[src/rtl/hazard_ctrl.sv]
// Pipeline hazard/stall controller for the 5-stage RV32I core: PC mux, PC enable and
// per-stage enable/flush. Optional performance counters under `HAZARD_PERF_CNT_EN.

package pcmux;
    typedef enum logic {
        pc_plus4 = 1'b0,
        alu_out  = 1'b1
    } pcmux_sel_t;
endpackage

// state | meaning
// RUN   | normal fetch/issue; stalls for load-use and I-side wait
// DRAIN | redirect issued while a wrong-path fetch was in flight; discard its response
module hazard_ctrl #(
    parameter int REG_ADDR_W = 5,
    parameter int CNT_W      = 32
) (
    input  logic                  clk,
    input  logic                  rst,
    input  logic                  imem_resp,
    input  logic                  dmem_req,
    input  logic                  dmem_resp,
    input  logic                  br_en,
    input  logic                  idex_mem_read,
    input  logic [REG_ADDR_W-1:0] idex_rd,
    input  logic [REG_ADDR_W-1:0] ifid_rs1,
    input  logic [REG_ADDR_W-1:0] ifid_rs2,
    input  logic                  ifid_use_rs1,
    input  logic                  ifid_use_rs2,
    output pcmux::pcmux_sel_t     pcmux_sel,
    output logic                  pc_en,
    output logic                  IFID_en,
    output logic                  IDEX_en,
    output logic                  EXMEM_en,
    output logic                  MEMWB_en,
    output logic                  IFID_flush,
    output logic                  IDEX_flush,
    output logic [CNT_W-1:0]      perf_mem_stall,
    output logic [CNT_W-1:0]      perf_load_use,
    output logic [CNT_W-1:0]      perf_redirect,
    output logic [CNT_W-1:0]      perf_imem_wait
);

    typedef enum logic {
        ST_RUN   = 1'b0,
        ST_DRAIN = 1'b1
    } state_t;

    state_t state_q;
    state_t state_d;

    logic mem_stall;
    logic load_use;
    logic rs1_hit;
    logic rs2_hit;

    assign mem_stall = dmem_req & ~dmem_resp;
    assign rs1_hit   = ifid_use_rs1 & (idex_rd == ifid_rs1);
    assign rs2_hit   = ifid_use_rs2 & (idex_rd == ifid_rs2);
    assign load_use  = idex_mem_read & (idex_rd != '0) & (rs1_hit | rs2_hit);

    always_ff @(posedge clk) begin
        if (rst) begin
            state_q <= ST_RUN;
        end else begin
            state_q <= state_d;
        end
    end

    always_comb begin
        state_d = state_q;
        if (rst) begin
            state_d = ST_RUN;
        end else if (mem_stall) begin
            state_d = state_q;
        end else if (br_en) begin
            // A fetch still outstanding at redirect time is wrong-path and must be drained.
            state_d = imem_resp ? ST_RUN : ST_DRAIN;
        end else if ((state_q == ST_DRAIN) && imem_resp) begin
            state_d = ST_RUN;
        end
    end

    always_comb begin
        pcmux_sel  = pcmux::pc_plus4;
        pc_en      = 1'b1;
        IFID_en    = 1'b1;
        IDEX_en    = 1'b1;
        EXMEM_en   = 1'b1;
        MEMWB_en   = 1'b1;
        IFID_flush = 1'b0;
        IDEX_flush = 1'b0;
        if (rst || mem_stall) begin
            pc_en    = 1'b0;
            IFID_en  = 1'b0;
            IDEX_en  = 1'b0;
            EXMEM_en = 1'b0;
            MEMWB_en = 1'b0;
        end else if (br_en) begin
            pcmux_sel  = pcmux::alu_out;
            IFID_flush = 1'b1;
            IDEX_flush = 1'b1;
        end else if (state_q == ST_DRAIN) begin
            // PC already holds the branch target; only the stale response is dropped.
            pc_en      = 1'b0;
            IFID_en    = 1'b0;
            IDEX_flush = 1'b1;
            IFID_flush = imem_resp;
        end else if (load_use || !imem_resp) begin
            pc_en      = 1'b0;
            IFID_en    = 1'b0;
            IDEX_flush = 1'b1;
        end
    end

`ifdef HAZARD_PERF_CNT_EN
    logic [CNT_W-1:0] cnt_ms_q, cnt_ms_d;
    logic [CNT_W-1:0] cnt_lu_q, cnt_lu_d;
    logic [CNT_W-1:0] cnt_rd_q, cnt_rd_d;
    logic [CNT_W-1:0] cnt_iw_q, cnt_iw_d;
    logic             inc_ms;
    logic             inc_lu;
    logic             inc_rd;
    logic             inc_iw;

    function automatic logic [CNT_W-1:0] sat_inc(input logic [CNT_W-1:0] v, input logic inc);
        return (inc && (v != '1)) ? v + 1'b1 : v;
    endfunction

    assign inc_ms = mem_stall;
    assign inc_lu = (state_q == ST_RUN) & load_use & ~mem_stall & ~br_en;
    assign inc_rd = br_en & ~mem_stall;
    // Every DRAIN cycle is a PC hold waiting on the I-side, including the discard cycle.
    assign inc_iw = ~mem_stall & ~br_en &
                    ((state_q == ST_DRAIN) | (~load_use & ~imem_resp));

    assign cnt_ms_d = sat_inc(cnt_ms_q, inc_ms);
    assign cnt_lu_d = sat_inc(cnt_lu_q, inc_lu);
    assign cnt_rd_d = sat_inc(cnt_rd_q, inc_rd);
    assign cnt_iw_d = sat_inc(cnt_iw_q, inc_iw);

    always_ff @(posedge clk) begin
        if (rst) begin
            cnt_ms_q <= '0;
            cnt_lu_q <= '0;
            cnt_rd_q <= '0;
            cnt_iw_q <= '0;
        end else begin
            cnt_ms_q <= cnt_ms_d;
            cnt_lu_q <= cnt_lu_d;
            cnt_rd_q <= cnt_rd_d;
            cnt_iw_q <= cnt_iw_d;
        end
    end

    assign perf_mem_stall = cnt_ms_q;
    assign perf_load_use  = cnt_lu_q;
    assign perf_redirect  = cnt_rd_q;
    assign perf_imem_wait = cnt_iw_q;
`else
    assign perf_mem_stall = '0;
    assign perf_load_use  = '0;
    assign perf_redirect  = '0;
    assign perf_imem_wait = '0;
`endif

endmodule

[config.mk]
export PLATFORM = sky130hd
export DESIGN_NAME = hazard_ctrl
export DESIGN_NICKNAME = d
export VERILOG_FILES = /design/src/rtl/hazard_ctrl.sv
export SDC_FILE = /design/constraint.sdc
export NUM_CORES = 1
export LEC_CHECK = 0
export CAP_MARGIN = 20
export CORE_AREA = 2 2 62 64
export CTS_BUF_LIST = sky130_fd_sc_hd__clkbuf_8
export DETAILED_ROUTE_END_ITERATION = 16
export DIE_AREA = 0 0 64 66
export DONT_BUFFER_PORTS = 1
export PLACE_DENSITY_LB_ADDON = 0.25
export SLEW_MARGIN = 25
export SYNTH_ARGS = -nofsm -noshare
export SYNTH_HDL_FRONTEND = slang
export SYNTH_SLANG_ARGS = --single-unit
[constraint.sdc]
create_clock -name clk -period 1.14 [get_ports clk]
set_input_delay 0.114 -clock clk [delete_from_list [all_inputs] [get_ports clk]]
set_output_delay 0.114 -clock clk [all_outputs]
set_load 0.02 [all_outputs]
# Word level (Yosys, flattened, before mapping)

Index checks and enable logic that the tools add are counted.

Register bits: 1
Bits in latches: 0
RAM bits: 0
Memory bits (read-only): 0
Word-level logic and storage cells: 35
Memories: 0

$add $sub $neg: 0
Multipliers: 0
Div/mod/pow operators: 0
Order comparisons: 0
Equality and inequality tests: 2
Shifts and indexed selects: 0
Muxes and demuxes: 17
Bitwise operators: 8
Reduce and logical (&&, ||, !) cells: 7

Operator list:

| kind                | number |
|---|---|
| $mux W1             | 17 |
| $eq A5 B5 Y1        | 2 |
| $and A1 B1 Y1       | 5 |
| $reduce_bool A5 Y1  | 1 |
| $logic_or A1 B1 Y1  | 2 |
| $not A1 Y1          | 2 |
| $reduce_and A2 Y1   | 1 |
| $reduce_bool A2 Y1  | 1 |
| $logic_and A1 B1 Y1 | 1 |
| $logic_not A1 Y1    | 1 |
| $or A1 B1 Y1        | 1 |

# Depth between registers and ports, before layout

Depth after elaboration: 9
Mapped depth: 6
Mapped depth without buffers: 5

# Least setup slack after synthesis

No wires, ideal clock.

Path kind: in2out
Start point: input dmem_resp
End point: output pc_en
Data arrival time: 1.243 ns
Required time: 1.026 ns
Slack: -0.217 ns
Stages on the path: 4
Path through: nand2b_1 -> nor2b_1 -> o21a_1 -> buf_4

Longest elaborated chain between the ends: 4

Ends and longest elaborated chain:

| item               | line | RTL |
|---|---|---|
| start, declared    | 22   | `input logic dmem_resp,` |
| $not A1 Y1         | 57   | `assign mem_stall = dmem_req & ~dmem_resp;` |
| $and A1 B1 Y1      | 57   |  |
| $logic_or A1 B1 Y1 | 93   | `if (rst \|\| mem_stall) begin` |
| $mux W1            | n/a  |  |
| end, declared      | 31   | `output logic pc_en,` |

No other way between the ends.

# Worst setup path in the final report

Start point: input idex_rd[2]
End point: output IFID_en

Longest elaborated chain between the ends: 9
Elaborated cells on any way between the ends: 13
Those cells by class: eq/ne (2); mux (4); bitwise (5); reduce/logical (2)

Ends and longest elaborated chain:

| item                                    | line   | RTL |
|---|---|---|
| start, declared                         | 25     | `input logic [REG_ADDR_W-1:0] idex_rd,` |
| $eq A5 B5 Y1, on equally long branches  | 58, 59 |  |
| $and A1 B1 Y1, on equally long branches | 58, 59 |  |
| $or A1 B1 Y1                            | 60     | `assign load_use = idex_mem_read & (idex_rd != '0) & (rs1_hit \| rs2_hit);` |
| $and A1 B1 Y1 *                         | 60     |  |
| $logic_or A1 B1 Y1 *                    | 109    | `end else if (load_use \|\| !imem_resp) begin` |
| $mux W1 *                               | 109    |  |
| $mux W1 *                               | 103    | `end else if (state_q == ST_DRAIN) begin` |
| $mux W1 *                               | 99     | `end else if (br_en) begin` |
| $mux W1 *                               | 93     |  |
| end, declared                           | 32     | `output logic IFID_en,` |

Every way passes the cells marked *; elsewhere a longest branch is shown, timed or not.

==> impl_metrics.env <==
export IMPL_status="finished, final reports clean"
export IMPL_skew_ns=0
export IMPL_min_from="rst"
export IMPL_period_needed_ns=1.124
export IMPL_hold_viol_final=0
export IMPL_coreArea_um2=3551
export IMPL_grt_usage_pct=4.179
export IMPL_pwr_share_comb_pct=92.5
export IMPL_maxSlewViolCount=0
export IMPL_firstDrtPassIters=2
export IMPL_remaining_drc_errors=0
export IMPL_hp_class="in2reg"
export IMPL_total_power_mw=0.5373
export IMPL_cap_violations=0
export IMPL_setup_violations=0
export IMPL_grt_pass1_wl_um=1380
export IMPL_synth_common_cells="buf_4 (131), xnor2_1 (10), nand2_1 (3)"
export IMPL_clockPowerShare_pct=0
export IMPL_vdd_drop_max_mv=0.1993
export IMPL_synthMostInstantiatedCell="buf_4"
export IMPL_wl_per_cell_um=6.776
export IMPL_synth_distinct_cells=18
export IMPL_rows=22
export IMPL_p_leak_nw=0.5383
export IMPL_ys_ff_latch=1
export IMPL_grt_start_max_net_pins=6
export IMPL_ys_warnings_count=0
export IMPL_cp_start_kind="primary input"
export IMPL_io_buffer_count=0
export IMPL_switching_share_pct=80.72
export IMPL_syn_inst=163
export IMPL_path_delay_family="compound AO/OA/AOI/OAI gates"
export IMPL_worst_hold_path_endpoint="state_q"
export IMPL_hpwl_um=1413
export IMPL_min_path_cells=1
export IMPL_reg2reg_slack_ns=0.45
export IMPL_yosys_area_top_type_share_pct=81.03
export IMPL_power_density_nw_per_um2=632.4
export IMPL_rsz0062_at_grt="true"
export IMPL_critical_path_class="in2out"
export IMPL_largest_reg_flops=1
export IMPL_path_cells="xnor2_2 > nand4_1 > o22ai_2 > a311oi_2 > o21a_2"
export IMPL_async_reset_ff_share_pct=0
export IMPL_hold_ws_ns=0.1888
export IMPL_grtUsageMet2_pct=9.115
export IMPL_tns_ns=0
export IMPL_syn_area_um2=1214
export IMPL_die_w_um=64
export IMPL_drtAntennaViolNets=0
export IMPL_path_max_fanout=3
export IMPL_ys_seq_area_share_pct=1.649
export IMPL_via_count=568
export IMPL_path_clk_slew_ns=0
export IMPL_hold_buffers=0
export IMPL_ff2ff_path_depth=2
export IMPL_drt_total_wl_um=1423
export IMPL_synth_area_leaders="buf_4 (81%), xnor2_1 (7.2%), dfxtp_1 (1.6%), a311oi_2 (1.2%), nand4_1 (1.0%)"
export IMPL_crit_path_top_delay_cell="o21a_2"
export IMPL_p_int_mw=0.1036
export IMPL_cp_required_ns=1.03
export IMPL_nNetsFinal=188
export IMPL_r2r_start="state_q"
export IMPL_nFillCells=416
export IMPL_drive_above_1_share_pct=8.642
export IMPL_die_area_um2=4224
export IMPL_chipHeight_um=66
export IMPL_gp_congestion=0.6127
export IMPL_fmaxAchievable_ghz=0.8894
export IMPL_arrival_ns=1.01
export IMPL_grt_pass1_vias=295
export IMPL_largest_register="state_q"
export IMPL_end_kind="output pin"
export IMPL_busiest_layer="met2"
export IMPL_areaGrowthSynthToFinish_pct=-30.00
export IMPL_largestRegisters="state_q (1)"
export IMPL_start_util_pct=34.18
export IMPL_p_sw_mw=0.4337
export IMPL_max_stage_delay_ns=0.32
export IMPL_synth_edf_count=0
export IMPL_synth_top_cell_by_area="buf_4"
export IMPL_ys_flop_type="dfxtp_1"
export IMPL_drt_initial_drc_count=1
export IMPL_grtUsageMet3_pct=0.8518
export IMPL_power_frac_seq_pct=7.5
export IMPL_n_antenna_cell=0
export IMPL_avgViaCountPerCell=2.705
export IMPL_syn_area_per_cell_um2=7.446
export IMPL_met1_usage_pct=4.179
export IMPL_cp_buffers_inverters=0
export IMPL_finalCritPeriodShare_pct=98.63
export IMPL_io_pins=160
export IMPL_antenna_found_initial=0
export IMPL_grt_ovfl_total=0
export IMPL_r2r_end="state_q"
export IMPL_clock_latency_ns=0
[metal layers]
layer  share of wire (%)  wire length [µm]
met1                  22               306
met3                  24               338
met4                   0                 0
met2                  55               778
met5                   0                 0
[cell usage in the layout, fill, tap and decap left out, types with 2 or more instances in the layout]
master	count
a21oi_1	2
nand4_1	2
xnor2_2	6
inv_1	2
nand2_1	3
xnor2_1	4
buf_4	3
conb_1	128
[cell families after synthesis]
| group | count (synthesis) | share of synthesized area (%) |
|---|---|---|
| buf+inv | 133 | 81.65 |
| simple gates | 11 | 4.742 |
| xor+xnor | 10 | 7.216 |
| compound gates | 7 | 4.434 |
| flops | 1 | 1.650 |
| other cells | 1 | 0.3090 |
[power by group through the flow]
| stage | clock network (mW) | registers (mW) | logic, mW |
|---|---|---|---|
| after floorplan | 0 | 0.0395 | 0.807 |
| after global placement | 0 | 0.0407 | 0.480 |
| after detailed placement | 0 | 0.0405 | 0.479 |
| after CTS | 0 | 0.0405 | 0.484 |
| after global routing | 0 | 0.0408 | 0.531 |
| final | 0 | 0.0402 | 0.497 |
[what timing repair did]
action / 4_1_cts / 5_1_grt
buffers inserted: 0 / 0
gates resized for setup: 3 / 2
endpoints found under the hold margin: 0 / 0
setup endpoints to repair: 3 / 3
pin swaps: 5 / 1
[cell type report]
| cell class | count | area, µm² | area share (%) |
|---|---|---|---|
| Timing Repair Buffer | 3 | 22.52 | 2.651 |
| Tap cell | 48 | 60.06 | 7.069 |
| Inverter | 2 | 7.507 | 0.8837 |
| Multi-Input combinational cell | 156 | 739.5 | 87.04 |
| Sequential cell | 1 | 20.02 | 2.356 |
[stage by stage]
stage	util [%]	setup WS, ns	cells	area [µm²]
final	23.93	0.01560	210	849.6
after global routing	23.93	-0.06567	210	849.6
after CTS	23.50	-0.01550	210	834.6
after detailed placement	22.97	-0.06529	210	815.8
after global placement	22.97	-0.06628	210	815.8
after floorplan	-	-0.006620	290	1720
[how the worst max path moves through the flow]
| stage | startpoint | to | slack (ns) | depth (start not counted) |
|---|---|---|---|---|
| after floorplan | idex_rd[3] | pc_en | -0.007 | 6 |
| after global placement | idex_rd[0] | IFID_en | -0.07 | 4 |
| after detailed placement | idex_rd[4] | IFID_en | -0.07 | 5 |
| after CTS | idex_rd[2] | IFID_en | -0.02 | 5 |
| after global routing | idex_rd[3] | pc_en | -0.07 | 5 |
| final | idex_rd[2] | IFID_en | 0.02 | 5 |
Note: power is estimated with default switching activity, not from simulation.
==> patch (same settings) <==
`REG_ADDR_W`: 5 -> 6.
--- a/src/rtl/hazard_ctrl.sv
+++ b/src/rtl/hazard_ctrl.sv
@@ -13,5 +13,5 @@
 // DRAIN | redirect issued while a wrong-path fetch was in flight; discard its response
 module hazard_ctrl #(
-    parameter int REG_ADDR_W = 5,
+    parameter int REG_ADDR_W = 6,
     parameter int CNT_W      = 32
 ) (
Ports: changed (resized idex_rd, ifid_rs1 and ifid_rs2); port bits go from 160 to 163. The function was not compared with the original's and may differ.
==> patch against the original RTL <==
The flow now finishes with violations (setup timing); area after synthesis up 1.5%; cell area is 12% higher; die area is the same; critical path depth down 1; wire length increased by 29%; highest routed layer unchanged; power rose by 7.4%; sequential cell count stayed put; critical path type unchanged; setup slack worse by 0.035 ns.
==> patch: results <==
export IMPL_ir_drop_v=0.0002114
export IMPL_holdPathEnd="state_q"
export IMPL_nNetsFinal=195
export IMPL_top_regs="state_q x1"
export IMPL_track_usage_pct=5.914
export IMPL_status="finished, violations left"
export IMPL_antenna_found_initial=0
export IMPL_synth_main_ff_cell="dfxtp_1"
export IMPL_yosys_warnings=0
export IMPL_final_setup_viol_count=2
export IMPL_crit_arrival_ns=1.04
export IMPL_path_clk_slew_ns=0
export IMPL_tns_ns=-0.03738
export IMPL_synth_async_sr_flop_share_pct=0
export IMPL_worstPathMaxFanout=3
export IMPL_finalHoldViolCount=0
export IMPL_synthTopCellsByCount="buf_4, xnor2_1"
export IMPL_wl_per_cell_um=8.598
export IMPL_dpl_worst_slack_ns=-0.08760
export IMPL_startpoint_type="primary input"
export IMPL_grt_start_max_net_pins=5
export IMPL_n_antenna_cell=0
export IMPL_r2r_slack_ns=0.45
export IMPL_synth_area_top_cells="buf_4, xnor2_1, dfxtp_1"
export IMPL_grt_pass1_wl_um=1842
export IMPL_synth_edf_count=0
export IMPL_leakage_nw=0.5775
export IMPL_violations="setup timing"
export IMPL_drt_initial_drc_count=2
export IMPL_dr_total_vias=601
export IMPL_cp_startpoint="idex_rd[4]"
export IMPL_grt_pass1_vias=325
export IMPL_drive_gt1_share_pct=13.25
export IMPL_seq_area_frac_synth_pct=1.624
export IMPL_port_buffer_count=0
export IMPL_gp_congestion=0.6042
export IMPL_r2r_start="state_q"
export IMPL_post_cts_buffers=0
export IMPL_hp_class="in -> reg"
export IMPL_fin_ws_ns=-0.01897
==> patch: where the power goes <==
part           internal (W)  switching [W]
clock                     0              0
sequential        0.0000379     0.00000207
combinational     0.0000953       0.000442
total              0.000133       0.000444
==> patch: kinds of logic (layout without fill, tap and decap cells) <==
group                     count (synthesis)  in the layout  share of synthesized area [%]
buffers and inverters                   133              7                          80.41
AOI/OAI and AO/OA                         7              7                          4.366
other                                     1            128                         0.3043
and+or+nand+nor                          11             11                          4.772
DFF                                       1              1                          1.624
xor gates and xnor gates                 12             12                          8.528
==> patch: final cells by class <==
| type | count | area [um2] |
|---|---|---|
| Fill cell | 410 | 2596 |
| Inverter | 2 | 7.507 |
| Multi-Input combinational cell | 158 | 829.5 |
| Sequential cell | 1 | 20.02 |
| Tap cell | 48 | 60.06 |
| Timing Repair Buffer | 5 | 37.54 |
==> patch: worst max path at each step <==
stage	slack [ns]	cells past startpoint	endpoint
final	-0.02	4	IFID_en
after global routing	-0.07	4	IFID_en
after CTS	-0.02	5	IFID_en
after detailed placement	-0.09	5	IFID_en
after global placement	-0.08	5	IFID_en
after floorplan	-0.02	6	pc_en
==> patch: worst max-delay path: cells and delay by family <==
family / cells / cell delay (ns)
AND/OR/NAND/NOR: 2 / 0.35
AO/OA/AOI/OAI: 2 / 0.57
==> patch: layer usage <==
layer / wire (um) / share of wire, % / track usage (%)
met4: 0 / 0 / 0
met3: 362 / 20 / 1.704
met5: 0 / 0 / 0
met1: 473 / 26 / 5.828
met2: 1005 / 55 / 12.63
==> patch: repair_timing <==
item                       in CTS  in global routing
hold buffers                    0                  0
cloned                          0                  0
gates resized for setup        10                  6
pin swaps                       8                  8
setup endpoints to repair       3                  3
==> patch: per-stage QoR <==
stage               power (W)  hold slack [ns]  util (%)  std cells  area [um2]
finish              0.0005771           0.1906     26.89        214       954.7
global route        0.0006089           0.1946     26.89        214       954.7
floorplan           0.0008470           0.1868         -        292        1722
detailed placement  0.0005293           0.1949     23.43        214       832.0
CTS                 0.0005569           0.1920     25.58        214       908.4
global placement    0.0005297           0.1934     23.43        214       832.0
